**src/rtl/controlador_funcionalidade_pkg.sv**
```systemverilog
// rtl/controlador_funcionalidade_pkg.sv - shared types, codes and selection decode for the functionality controller
package controlador_funcionalidade_pkg;

  typedef enum logic [1:0] {
    IDLE     = 2'd0,
    DEBOUNCE = 2'd1,
    EXEC     = 2'd2,
    RELEASE  = 2'd3
  } state_t;

  localparam logic [2:0] COD_NONE = 3'b000;
  localparam logic [2:0] COD_A    = 3'b001;
  localparam logic [2:0] COD_B    = 3'b010;
  localparam logic [2:0] COD_C    = 3'b011;
  localparam logic [2:0] COD_D    = 3'b100;
  localparam logic [2:0] COD_E    = 3'b101;
  localparam logic [2:0] COD_F    = 3'b110;
  localparam logic [2:0] COD_G    = 3'b111;

  typedef struct packed {
    logic       one_hot;
    logic [2:0] code;
  } sel_t;

  // Vector order is {A,B,C,D,E,F,G}; anything not exactly one-hot decodes to COD_NONE.
  function automatic sel_t decode_sel(input logic [6:0] sel);
    sel_t r;
    r.one_hot = (sel != 7'd0) && ((sel & (sel - 7'd1)) == 7'd0);
    case (sel)
      7'b1000000: r.code = COD_A;
      7'b0100000: r.code = COD_B;
      7'b0010000: r.code = COD_C;
      7'b0001000: r.code = COD_D;
      7'b0000100: r.code = COD_E;
      7'b0000010: r.code = COD_F;
      7'b0000001: r.code = COD_G;
      default:    r.code = COD_NONE;
    endcase
    return r;
  endfunction

endpackage

```
**src/rtl/controlador_funcionalidade_sincronizador_entrada.sv**
```systemverilog
// rtl/controlador_funcionalidade_sincronizador_entrada.sv - two-flop synchronizer for the raw selection switches
module sincronizador_entrada #(
  parameter int W = 7
) (
  input  logic         clk,
  input  logic         rst_n,
  input  logic [W-1:0] d,
  output logic [W-1:0] q
);

  logic [W-1:0] meta;

  always_ff @(posedge clk or negedge rst_n) begin
    if (!rst_n) begin
      meta <= '0;
      q    <= '0;
    end else begin
      meta <= d;
      q    <= meta;
    end
  end

endmodule

```
**src/rtl/controlador_funcionalidade.sv**
```systemverilog
// rtl/controlador_funcionalidade.sv - debounced one-hot switch selection issuing one functionality command per press
module controlador_funcionalidade
  import controlador_funcionalidade_pkg::*;
#(
  parameter int DEBOUNCE_CYCLES = 4,
  parameter int CNT_W           = 8
) (
  input  logic       clk,
  input  logic       rst_n,
  input  logic       A,
  input  logic       B,
  input  logic       C,
  input  logic       D,
  input  logic       E,
  input  logic       F,
  input  logic       G,
  input  logic       DONE,
  output logic [2:0] CF,
  output logic       START,
  output logic       BUSY,
  output logic       ERR
);

  localparam logic [CNT_W-1:0] DEB_MAX = CNT_W'(DEBOUNCE_CYCLES);
  localparam logic [CNT_W-1:0] CNT_ONE = CNT_W'(1);

  logic [6:0]       s;
  state_t           state_q, state_n;
  logic [CNT_W-1:0] cnt_q, cnt_n;
  logic [6:0]       pat_q, pat_n;
  logic [2:0]       cf_q, cf_n;
  logic             start_q, start_n;
  logic             err_q, err_n;
  sel_t             sel;

  sincronizador_entrada #(.W(7)) u_sync (
    .clk   (clk),
    .rst_n (rst_n),
    .d     ({A, B, C, D, E, F, G}),
    .q     (s)
  );

  assign sel = decode_sel(pat_q);

  always_ff @(posedge clk or negedge rst_n) begin
    if (!rst_n) begin
      state_q <= IDLE;
      cnt_q   <= '0;
      pat_q   <= '0;
      cf_q    <= COD_NONE;
      start_q <= 1'b0;
      err_q   <= 1'b0;
    end else begin
      state_q <= state_n;
      cnt_q   <= cnt_n;
      pat_q   <= pat_n;
      cf_q    <= cf_n;
      start_q <= start_n;
      err_q   <= err_n;
    end
  end

  always_comb begin
    state_n = state_q;
    cnt_n   = cnt_q;
    pat_n   = pat_q;
    cf_n    = cf_q;
    start_n = 1'b0;
    err_n   = err_q;
    case (state_q)
      IDLE: begin
        if (s != 7'd0) begin
          pat_n   = s;
          cnt_n   = CNT_ONE;
          state_n = DEBOUNCE;
        end
      end
      DEBOUNCE: begin
        if (s != pat_q) begin
          cnt_n   = '0;
          state_n = IDLE;
        end else if (cnt_q < DEB_MAX) begin
          cnt_n = cnt_q + CNT_ONE;
        end else if (sel.one_hot) begin
          cf_n    = sel.code;
          start_n = 1'b1;
          cnt_n   = '0;
          state_n = EXEC;
        end else begin
          err_n   = 1'b1;
          cnt_n   = '0;
          state_n = RELEASE;
        end
      end
      EXEC: begin
        // The START cycle is the first EXEC cycle; DONE only counts after it.
        if (DONE && !start_q) begin
          cnt_n   = '0;
          state_n = RELEASE;
        end
      end
      RELEASE: begin
        if (s != 7'd0) begin
          cnt_n = '0;
        end else if (cnt_q < DEB_MAX) begin
          cnt_n = cnt_q + CNT_ONE;
        end else begin
          cnt_n   = '0;
          err_n   = 1'b0;
          state_n = IDLE;
        end
      end
      default: begin
        cnt_n   = '0;
        state_n = IDLE;
      end
    endcase
  end

  always_comb begin
    CF    = cf_q;
    START = start_q;
    ERR   = err_q;
    BUSY  = (state_q == EXEC);
  end

endmodule

```
**config.mk**
```make
export PLATFORM = sky130hd
export DESIGN_NAME = controlador_funcionalidade
export DESIGN_NICKNAME = d
export VERILOG_FILES = /design/src/rtl/controlador_funcionalidade_pkg.sv /design/src/rtl/controlador_funcionalidade_sincronizador_entrada.sv /design/src/rtl/controlador_funcionalidade.sv
export SDC_FILE = /design/constraint.sdc
export NUM_CORES = 1
export LEC_CHECK = 0
export BUFFER_PORTS_ARGS = -buffer_cell sky130_fd_sc_hd__buf_2
export CAP_MARGIN = 0
export CORE_ASPECT_RATIO = 0.7
export CORE_MARGIN = 5
export CORE_UTILIZATION = 36
export CTS_BUF_LIST = sky130_fd_sc_hd__clkbuf_16
export DETAILED_ROUTE_END_ITERATION = 8
export PLACE_DENSITY = 0.51
export SETUP_SLACK_MARGIN = 0.1
export SKIP_LAST_GASP = 1
export SYNTH_ARGS = -nofsm -noshare
export SYNTH_HDL_FRONTEND = slang
export SYNTH_SLANG_ARGS = --single-unit
```
**constraint.sdc**
```tcl
create_clock -name clk -period 3.7 [get_ports clk]
set_clock_uncertainty 0.2 [all_clocks]
set_input_delay 0.37 -clock clk [delete_from_list [all_inputs] [get_ports clk]]
set_output_delay 0.37 -clock clk [all_outputs]
set_load 0.01 [all_outputs]
```
==> metrics.csv, run 1 <==
stage,metric,value,unit
place,placed_area,1734,um^2
run,maxCapViolCount,0,
outcome,outcome,finished clean,
final_layout,nNetsFinal,165,
clock_network,insertion_delay,0.27,ns
global_routing,grt_usage,11.35,%
sta,worst_slew_pin_slew,0.7730,ns
power,p_leak,0.8611,nW
sta,period_minus_slack,2.255,ns
place,post-dp-hpwl,2082,um
worst_hold_path,hold_path_class,flip-flop to flip-flop,
setup_path,path_cells,"xor2_1, nor4_2, nand4_2, nor4b_4, mux2_1",
logic_synthesis,synth_edf_count,0,
worst_hold_path,holdPathStages,0,
final_layout,final_design_area_no_fill,1978,um^2
place,io_buffers,15,
clock_network,cts_setup_buffers,0,
routing,drc,0,
setup_path,arrival,2.21,ns
place,routabilityCongestion,0.7718,
global_routing,overflow,0,
logic_synthesis,synth_top_area_share,55.09,%
routing,dr.pass1.iters,4,
sta,final_hold_viol_count,0,
logic_synthesis,ys_types,41,
clock_network,cts_made_buffers,5,
final_layout,area_growth,20.96,%
floorplanning,pin_count,16,
global_routing,grt_max_degree,37,
power,p_per_area,655.3,nW/um^2
logic_synthesis,netlist_area,1635,um^2
logic_synthesis,ys.flop_type,dfrtp_1,
setup_path,cp_slowest_cell,dfrtp_1,
clock_network,clk_pin_slew,0.05,ns
setup_path,cp_max_fo,12,
setup_path,crit_path_max_incr_delay,0.50,ns
logic_synthesis,yosys.area.top_type,dfrtp_1,
setup_path,crit_required,3.65,ns
logic_synthesis,synth_area_leaders,"dfrtp_1 55%, mux2_2 4.8%, xor2_1 3.7%",
power,ir_drop,323.5,uV
sta,max-slew-margin-rel,48.47,%
clock_network,cts.path.max_buffers,2,
routing,antenna_left,0,
global_routing,grt_pass1_wl,5326,um
logic_synthesis,async_flop_share,100.0,%
routing,wl_per_cell,13.64,um
routing,drt-total-wl,2864,um
logic_synthesis,synth-seq-cells,36,
logic_synthesis,synth_fp_nets,143,
global_routing,grt_pass1_vias,1095,
routing,vias,1055,
setup_path,critPathCaptureType,flip-flop,
sta,slew_viol_final,0,
routing,avgViaCountPerCell,5.024,
logic_synthesis,syn_inst,132,
floorplanning,core-area,4354,um^2
clock_network,htree_num_levels,2,
clock_network,cts-root-buf,clkbuf_16,
setup_path,reg2reg_depth,5,
floorplanning,rows,20,
global_routing,grt_antenna_before_repair,0,
floorplanning,die_area,6012,um^2
routing,dr.first_iter.drc_count,46,
sta,max_freq,0.4434,GHz
sta,min_period_over_period,60.95,%
setup_path,path_class,flip-flop to flip-flop,
logic_synthesis,ys_warn_count,0,
sta,setup_viol,0,
floorplanning,die_x,90.56,um
final_layout,n_antenna_cell,0,
clock_network,cts_sinks,36,
logic_synthesis,ys_seq_area_share,55.09,%
floorplanning,initial_core_util,37.56,%
sta,fin_setup_tns,0,ns
logic_synthesis,syn_avg_cell_area,12.39,um^2
floorplanning,die_height,66.39,um
sta,grt_setup_unrepaired,false,
clock_network,cts_tree,done,
final_layout,drive_gt1_share,23.23,%
setup_path,cp-start-kind,flip-flop,
-- flip-flops by register name (all words and copies together) (netlist names), named ones only --
name         flops
START            1
CF               3
u_sync.meta      7
ERR              1
state_q          1
cnt_q            8
pat_q            7
u_sync.q         7
-- routing by layer --
| layer | vias up | wire length [um] | track usage (%) |
|---|---|---|---|
| met1 | 510 | 1468 | 14.92 |
| met4 | 0 | 49 | 4.647 |
| met5 | - | 0 | 0 |
| li1 | 520 | - | - |
| met3 | 6 | 167 | 4.664 |
| met2 | 19 | 1178 | 16.49 |
-- where the power goes --
part,switching [mW],internal (mW),leakage [nW]
Combinational,0.109,0.150,0.324
Clock,0.145,0.313,0.0850
Sequential,0.131,0.447,0.452
Total,0.385,0.911,0.861
-- critical path: cells and delay by family, from the launching register on --
kind	cells	cell delay [ns]
xor+xnor	1	0.22
flops	1	0.50
mux	1	0.35
simple gates	3	0.86
-- logic make-up after synthesis --
kind of cell	Yosys count	share of synthesized area, %
and+or+nand+nor	44	19.28
adders and majority gates	1	0.7650
AOI/OAI and AO/OA	21	9.411
xor gates and xnor gates	10	5.356
buffers and inverters	10	3.213
muxes	10	6.886
DFF	36	55.09
-- metrics by stage --
stage          cells  utilization (%)  total power [mW]  setup WS (ns)  hold slack (ns)
3_5_place_dp     194            39.83            0.8371          1.456           0.1355
5_1_grt          210            45.43             1.374          1.314           0.1562
2_1_floorplan    132                -            0.7995          1.629          -0.1256
6_report         210            45.43             1.296          1.445           0.1456
4_1_cts          210            45.43             1.311          1.441           0.1478
3_3_place_gp     194            39.83            0.8229          1.509           0.1321
-- cells in the final DEF (no fill, tap or decap), types with 2 or more instances in the layout --
master and count:
clkbuf_16 5, mux2_1 3, or3_1 2, nor4b_1 4, a22o_1 2, and2_1 4, nor4_1 2, xor2_1 7
o21ai_0 7, nor2b_1 2, dlygate4sd3_1 8, buf_2 15, xnor2_1 3, mux2_2 7, o21ai_1 2, nor2_1 9
o21bai_1 2, nand2b_1 2, inv_1 3, nor3b_1 4, dfrtp_1 36, nand2_1 5
-- cell usage after synthesis (3+ instances only) --
cell	count
nor2_1	9
xor2_1	7
buf_2	6
mux2_2	7
nor4b_1	4
o21ai_0	7
and2_1	4
mux2_1	3
nand2_1	5
dfrtp_1	36
nor3b_1	4
xnor2_1	3
-- path summary, 6_finish.rpt --
path / start / to / slack (ns)
worst max-delay path: pat_q[2]$_DFFE_PN0P_ / CF[1]$_DFFE_PN0P_ / 1.44
worst min-delay path: u_sync.meta[5]$_DFF_PN0_ / u_sync.q[5]$_DFF_PN0_ / 0.15
worst max register to register: pat_q[2]$_DFFE_PN0P_ / CF[1]$_DFFE_PN0P_ / 1.44
worst min register to register: u_sync.meta[5]$_DFF_PN0_ / u_sync.q[5]$_DFF_PN0_ / 0.15
max in group asynchronous: rst_n / START$_DFF_PN0_ / 2.30
min in group asynchronous: rst_n / u_sync.meta[3]$_DFF_PN0_ / 0.51
-- what timing repair did --
| action | 4_1_cts | 5_1_grt |
|---|---|---|
| gates resized for setup | 0 | 0 |
| hold buffers | 8 | 0 |
| hold endpoints to repair | 8 | 0 |
-- final cells by class --
cell class / instances / area (um^2)
Clock inverter: 3 / 38.79
Clock buffer: 5 / 125.1
Timing Repair Buffer: 23 / 155.1
Multi-Input combinational cell: 86 / 681.9
Sequential cell: 36 / 900.9
Tap cell: 55 / 68.82
Inverter: 2 / 7.507
Fill cell: 407 / 2376
No activity file was read; power rests on OpenSTA's default activity.
==> inputs of run 2 (changes only) <==
Settings changed: ABC_AREA set to 1, PLACE_DENSITY 0.51 to 0.53.
Clock period 3.7 ns to 1.9 ns, I/O delays scaled along.
==> run 2 against run 1 <==
- final cell count increased by 48%
- utilization up 0.79 points
- synthesized cell count increased by 59%
- global-route usage is 0.67 points higher
- power is 120% higher
- final area up 11%
- worst hold slack lost 0.0049 ns
- largest cell class unchanged
- largest power group unchanged
- highest routed layer unchanged
==> metrics.csv, run 2 <==
stage,metric,value,unit,change
clock_network,cts-root-buf,clkbuf_16,,
final_layout,final_common_cell,nand2_1,,
global_routing,met1_usage,18.89,%,+4.0 points
routing,avgViaCountPerCell,4.261,,-15%
floorplanning,initial_core_util,37.10,%,-0.46 points
global_routing,grt_antenna_before_repair,0,,unchanged
logic_synthesis,synth_common_cells,"58 x nand2_1, 36 x dfrtp_1, 27 x inv_1",,
setup_path,path_class,flip-flop to flip-flop,,
routing,drc,0,,unchanged
floorplanning,core-area,4756,um^2,+9.2%
logic_synthesis,synth_edf_count,0,,unchanged
routing,antenna_left,0,,unchanged
logic_synthesis,ys_types,31,,-24%
global_routing,gr-usage-met3,3.905,%,-0.76 points
sta,max_freq,0.5910,GHz,+33%
logic_synthesis,synth_area_leaders,"dfrtp_1 51%, nand2_1 12%, inv_1 5.7%",,
floorplanning,die_area,6423,um^2,+6.8%
final_layout,top_register,cnt_q,,
routing,wl_per_cell,11.12,um,-18%
global_routing,busiest_layer,met1,,
sta,setup_viol,0,,unchanged
logic_synthesis,async_flop_share,100.0,%,unchanged
logic_synthesis,syn_inst,210,,+59%
routing,dr.pass1.iters,4,,unchanged
power,power_frac_seq,38.4,%,-6.2 points
final_layout,largest_reg_flops,8,,unchanged
logic_synthesis,netlist_area,1764,um^2,+7.9%
setup_path,critPathCaptureType,flip-flop,,
global_routing,grt_pass1_wl,5837,um,+9.6%
logic_synthesis,synth_fp_nets,221,,+55%
floorplanning,pin_count,16,,unchanged
run,maxCapViolCount,0,,unchanged
routing,vias,1321,,+25%
final_layout,drive_gt1_share,22.82,%,-0.40 points
floorplanning,die_x,93.67,um,+3.4%
final_layout,n_antenna_cell,0,,unchanged
final_layout,area_growth,24.61,%,
sta,period_minus_slack,1.692,ns,-0.5632 ns
setup_path,crit_required,1.91,ns,-1.74 ns
clock_network,cts_made_buffers,5,,unchanged
floorplanning,die_height,68.57,um,+3.3%
logic_synthesis,ys.flop_type,dfrtp_1,,
sta,grt_setup_unrepaired,true,,
worst_hold_path,hold_path_class,input port to flip-flop,,
global_routing,overflow,0,,unchanged
power,p_comb_share,34.4,%,+14 points
sta,fin_setup_tns,0,ns,unchanged
place,post-dp-hpwl,2531,um,+22%
sta,worst_slew_pin_slew,0.4495,ns,-0.3234 ns
setup_path,cp_max_fo,6,,-6
sta,max-slew-margin-rel,70.03,%,+22 points
floorplanning,rows,21,,+5.0%
final_layout,final_core_util,46.22,%,+0.79 points
logic_synthesis,synth_most_common_cell,nand2_1,,
place,routabilityCongestion,0.8620,,+12%
power,ir_drop,501.0,uV,+55%
global_routing,grt_usage,12.02,%,+0.67 points
routing,drt-total-wl,3447,um,+20%
global_routing,grt_pass1_vias,1195,,+9.1%
routing,dr.first_iter.drc_count,104,,+130%
logic_synthesis,ys_seq_area_share,51.06,%,-4.0 points
logic_synthesis,yosys.area.top_type,dfrtp_1,,
logic_synthesis,syn_avg_cell_area,8.401,um^2,-32%
outcome,outcome,finished clean,,
clock_network,cts_sinks,36,,unchanged
place,io_buffers,15,,unchanged
sta,final_hold_viol_count,0,,unchanged
power,intPower,1.758,mW,+93%
power,p_per_area,1316,nW/um^2,+100%
sta,min_period_over_period,89.06,%,+28 points
clock_network,cts_tree,done,,
final_layout,nNetsFinal,251,,+52%
power,p_leak,1.095,nW,+27%
setup_path,arrival,1.70,ns,-0.51 ns
logic_synthesis,synth-seq-cells,36,,unchanged
final_layout,layout_common_cells,"57 x nand2_1, 32 x dfrtp_1, 28 x inv_1, 22 x nor2_1, 15 x buf_2",,
global_routing,met2_usage,15.32,%,-1.2 points
power,switchingPower,1.136,mW,+190%
power,report.power.total,2.893,mW,+120%
sta,hold_ws,0.1407,ns,-0.004913 ns
power,p_sw_share,39.25,%,+9.5 points
logic_synthesis,synth_top_area_share,51.06,%,-4.0 points
clock_network,htree_num_levels,2,,unchanged
logic_synthesis,ys_warn_count,0,,unchanged
clock_network,insertion_delay,0.27,ns,about the same
clock_network,cts.path.max_buffers,2,,unchanged
sta,slew_viol_final,0,,unchanged
global_routing,grt_max_degree,37,,unchanged
setup_path,cp-start-kind,flip-flop,,
clock_network,clk_pin_slew,0.06,ns,about the same
power,power.share.clock,27.2,%,-8.2 points
-- run 2: cell count changes after synthesis, moves of 4 or more --
cell and delta:
nand2_1 +53, inv_1 +25, nor2_1 +14, mux2_2 -7
nand3_1 +7, buf_2 -5, xor2_1 -5, and2_1 -4
inv_2 +4, nand4_1 +4, nor2_4 +4, nor4b_1 -4
o21ai_0 +4
-- run 2: layout make-up --
| cell class | instances | area (um^2) |
|---|---|---|
| Clock inverter | 3 | 15.01 |
| Sequential cell | 36 | 905.9 |
| Multi-Input combinational cell | 139 | 752.0 |
| Tap cell | 69 | 86.33 |
| Fill cell | 476 | 2557 |
| Inverter | 31 | 116.4 |
| Clock buffer | 5 | 125.1 |
| Timing Repair Buffer | 27 | 197.7 |
-- run 2: final timing paths --
| check | start | endpoint | slack [ns] | depth (start not counted) |
|---|---|---|---|---|
| setup / recovery | pat_q[0]$_DFFE_PN0P_ | CF[0]$_DFFE_PN0P_ | 0.21 | 7 |
| hold / removal | DONE | cnt_q[1]$_DFFE_PN0P_ | 0.14 | 5 |
| setup reg to reg | pat_q[0]$_DFFE_PN0P_ | CF[0]$_DFFE_PN0P_ | 0.21 | 7 |
| hold reg to reg | u_sync.meta[2]$_DFF_PN0_ | u_sync.q[2]$_DFF_PN0_ | 0.14 | 0 |
| max in group asynchronous | rst_n | pat_q[3]$_DFFE_PN0P_ | 0.88 | 3 |
| min in group asynchronous | rst_n | CF[1]$_DFFE_PN0P_ | 0.28 | 3 |
-- run 2: routing by layer --
| layer | share of wire (%) | vias up |
|---|---|---|
| li1 | - | 717 |
| met2 | 35 | 24 |
| met3 | 4.6 | 2 |
| met4 | 0.55 | 0 |
| met1 | 60 | 578 |
| met5 | 0 | - |
-- run 2: power groups by stage --
| stage | logic, mW | clock network [mW] | registers [mW] |
|---|---|---|---|
| after CTS | 0.965 | 0.809 | 1.09 |
| after detailed placement | 0.950 | 0 | 1.10 |
| after global placement | 0.957 | 0 | 1.10 |
| after global routing | 1.13 | 0.848 | 1.13 |
| final | 0.995 | 0.787 | 1.11 |
| after floorplan | 0.817 | 0 | 1.01 |
-- run 2: worst max-delay path, cell delays in order, from the launching register on --
cell	delay (ns)
dfrtp_2	0.46
nor2_4	0.18
nand2_1	0.12
o21ai_2	0.21
nand3_4	0.16
nor2_8	0.15
nor2_1	0.06
a21oi_2	0.09
-- run 2: logic make-up after synthesis --
family                     count (synthesis)  share of synthesized area (%)
and+or+nand+nor                          109                          29.79
DFF                                       36                          51.06
buffers and inverters                     35                          8.013
AOI/OAI and AO/OA                         24                          7.944
xor gates and xnor gates                   5                          2.483
adders and majority gates                  1                         0.7091
-- run 2: repair_timing --
action / 4_1_cts / 5_1_grt
hold buffers: 8 / 0
buffers inserted: 0 / 1
gates resized for setup: 0 / 12
setup endpoints to repair: 0 / 7
hold endpoints to repair: 43 / 0
-- run 2: metrics by stage --
step                cell area [um^2]  setup slack (ns)  instances
floorplan                       1764            0.2883        210
CTS                             2156            0.1525        309
finish                          2198            0.2079        310
global route                    2198           0.09945        310
detailed placement              1936            0.1553        293
global placement                1936            0.1205        293
==> inputs of run 3 (changes only) <==
Settings changed: CORE_UTILIZATION 36 to 52, PLACE_DENSITY 0.53 to 0.72.
==> run 3 against run 2 <==
- first-iteration DRC count shrank 48%
- the flow now finishes with violations (design-rule violations)
- maximum frequency shrank 0.16%
- non-clock buffer count shrank 1
- highest routed layer unchanged
- critical path type unchanged
- die area shrank 27%
- worst hold slack gained 0.0049 ns
- clock power shrank 3.4%
- critical path depth is the same
- final cell count shrank 7.4%
- via count grew 5.1%
- sequential share of layout area grew 0.71 points
- register-to-register slack is essentially flat
- flip-flop and latch count is the same
==> metrics.csv, run 3 (synthesis results as in run 2) <==
stage,metric,value,unit,change
floorplanning,rows,17,,-19%
place,dpl.cell_count,271,,-7.5%
power,ir_drop,839.9,uV,+68%
routing,drt-total-wl,3361,um,-2.5%
sta,final_hold_viol_count,0,,unchanged
setup_path,cp-startpoint,pat_q[3]$_DFFE_PN0P_,,
power,p_leak,1.089,nW,-0.55%
place,post-dp-hpwl,2492,um,-1.6%
clock_network,cts_made_buffers,5,,unchanged
final_layout,final_design_area_no_fill,2167,um^2,-1.4%
floorplanning,die_area,4676,um^2,-27%
place,io_buffers,15,,unchanged
sta,max_freq,0.5901,GHz,-0.16%
clock_network,cts.path.max_buffers,2,,unchanged
clock_network,clk_pin_slew,0.05,ns,about the same
floorplanning,pin_count,16,,unchanged
clock_network,cts_sinks,36,,unchanged
final_layout,final_common_cell,nand2_1,,
sta,worst_slew_pin_slew,0.3182,ns,-0.1313 ns
final_layout,final_core_util,67.47,%,+21 points
final_layout,drive_gt1_share,22.92,%,+0.095 points
global_routing,grt_pass1_wl,6065,um,+3.9%
setup_path,critPathCapture,CF[1]$_DFFE_PN0P_,,
clock_network,cts-root-buf,clkbuf_16,,
clock_network,cts_tree,done,,
floorplanning,die_height,58.74,um,-14%
sta,fin_setup_tns,0,ns,unchanged
setup_path,r2r_slack,0.21,ns,about the same
setup_path,crit_required,1.91,ns,about the same
sta,grt_setup_unrepaired,true,,
setup_path,cp_max_fo,6,,unchanged
final_layout,largest_reg_flops,8,,unchanged
setup_path,path_class,flip-flop to flip-flop,,
final_layout,top_register,cnt_q,,
place,routabilityCongestion,0.8592,,-0.32%
sta,setup_viol,0,,unchanged
final_layout,n_antenna_cell,0,,unchanged
routing,dr.first_iter.drc_count,54,,-48%
setup_path,reg2reg_depth,7,,unchanged
run,maxCapViolCount,0,,unchanged
routing,avgViaCountPerCell,4.840,,+14%
floorplanning,die_x,79.62,um,-15%
sta,min_period_over_period,89.20,%,+0.14 points
worst_hold_path,holdPathStages,0,,-5
final_layout,layout_common_cells,"57 x nand2_1, 30 x dfrtp_1, 28 x inv_1, 21 x nor2_1, 15 x buf_2",,
final_layout,seq_area,908.4,um^2,+0.28%
global_routing,grt_max_degree,37,,unchanged
setup_path,arrival,1.70,ns,about the same
power,p_per_area,1322,nW/um^2,+0.43%
routing,wl_per_cell,11.71,um,+5.3%
routing,drc,2,,+2
routing,dr.pass1.iters,7,,+3
routing,vias,1389,,+5.1%
final_layout,area_growth,22.84,%,
floorplanning,initial_core_util,54.93,%,+18 points
sta,period_minus_slack,1.695,ns,+0.002719 ns
sta,max-slew-margin-rel,78.51,%,+8.5 points
outcome,failed_checks,design-rule violations,,
place,placed_area,1921,um^2,-0.78%
routing,antenna_left,0,,unchanged
outcome,outcome,"finished, violations left",,
final_layout,nNetsFinal,250,,-0.40%
clock_network,htree_num_levels,2,,unchanged
final_layout,fillers,263,,-45%
global_routing,overflow,0,,unchanged
setup_path,r2r-start,pat_q[3]$_DFFE_PN0P_,,
setup_path,cp-start-kind,flip-flop,,
global_routing,grt_usage,17.17,%,+5.2 points
setup_path,critPathCaptureType,flip-flop,,
global_routing,grt_antenna_before_repair,0,,unchanged
worst_hold_path,hold_path_class,flip-flop to flip-flop,,
global_routing,grt_pass1_vias,1322,,+11%
final_layout,multi_input_area,740.7,um^2,-1.5%
setup_path,timing.rr.end,CF[1]$_DFFE_PN0P_,,
floorplanning,core-area,3212,um^2,-32%
sta,slew_viol_final,0,,unchanged
clock_network,insertion_delay,0.27,ns,about the same
final_layout,instances_no_fill,287,,-7.4%
run 3: power breakdown:
part	leakage, nW	switching, mW	total, mW	internal, mW
clock network	0.0687	0.285	0.760	0.475
registers	0.447	0.220	1.12	0.900
logic	0.574	0.605	0.985	0.380
run 3: how the worst min path moves through the flow:
stage                                  start                  endpoint
finish              u_sync.meta[6]$_DFF_PN0_     u_sync.q[6]$_DFF_PN0_
global placement                       rst_n  u_sync.meta[1]$_DFF_PN0_
floorplan                              rst_n         CF[0]$_DFFE_PN0P_
CTS                 u_sync.meta[6]$_DFF_PN0_     u_sync.q[6]$_DFF_PN0_
global route        u_sync.meta[6]$_DFF_PN0_     u_sync.q[6]$_DFF_PN0_
detailed placement                     rst_n  u_sync.meta[6]$_DFF_PN0_
run 3: cell type report:
cell class	instances	share of cell area, %
Sequential cell	36	41.92
Multi-Input combinational cell	139	34.18
Clock buffer	5	5.774
Clock inverter	3	0.6928
Inverter	31	5.370
Tap cell	47	2.714
Timing Repair Buffer	26	9.353
run 3: layer usage:
metal,vias to the layer above,global-route usage [%],part of all wire (%)
met3,7,4.740,4.6
met4,0,7.353,1.2
met5,-,0,0
li1,717,-,-
met1,641,24.10,52
met2,24,24.97,42
run 3: repair_timing:
action,CTS,global route
endpoints found under the setup margin,0,8
hold buffers,8,0
endpoints found under the hold margin,43,0
resized for setup,0,12
setup buffers,0,0
run 3: critical path: stages, from the launching register on:
cell     delay (ns)
dfrtp_2        0.47
nor2_4         0.16
nand2_1        0.11
o21ai_2        0.21
nand3_4        0.15
nor2_8         0.17
nor2_1         0.06
a21oi_2        0.09
run 3: metrics by stage:
step | setup WS (ns) | hold slack (ns) | total power [mW]
after floorplan | 0.2883 | -0.3056 | 1.824
after global placement | 0.2015 | -0.03695 | 2.036
after detailed placement | 0.1715 | -0.01352 | 2.056
after CTS | 0.1525 | 0.1465 | 2.846
after global routing | 0.08324 | 0.1509 | 3.085
final | 0.2052 | 0.1455 | 2.864
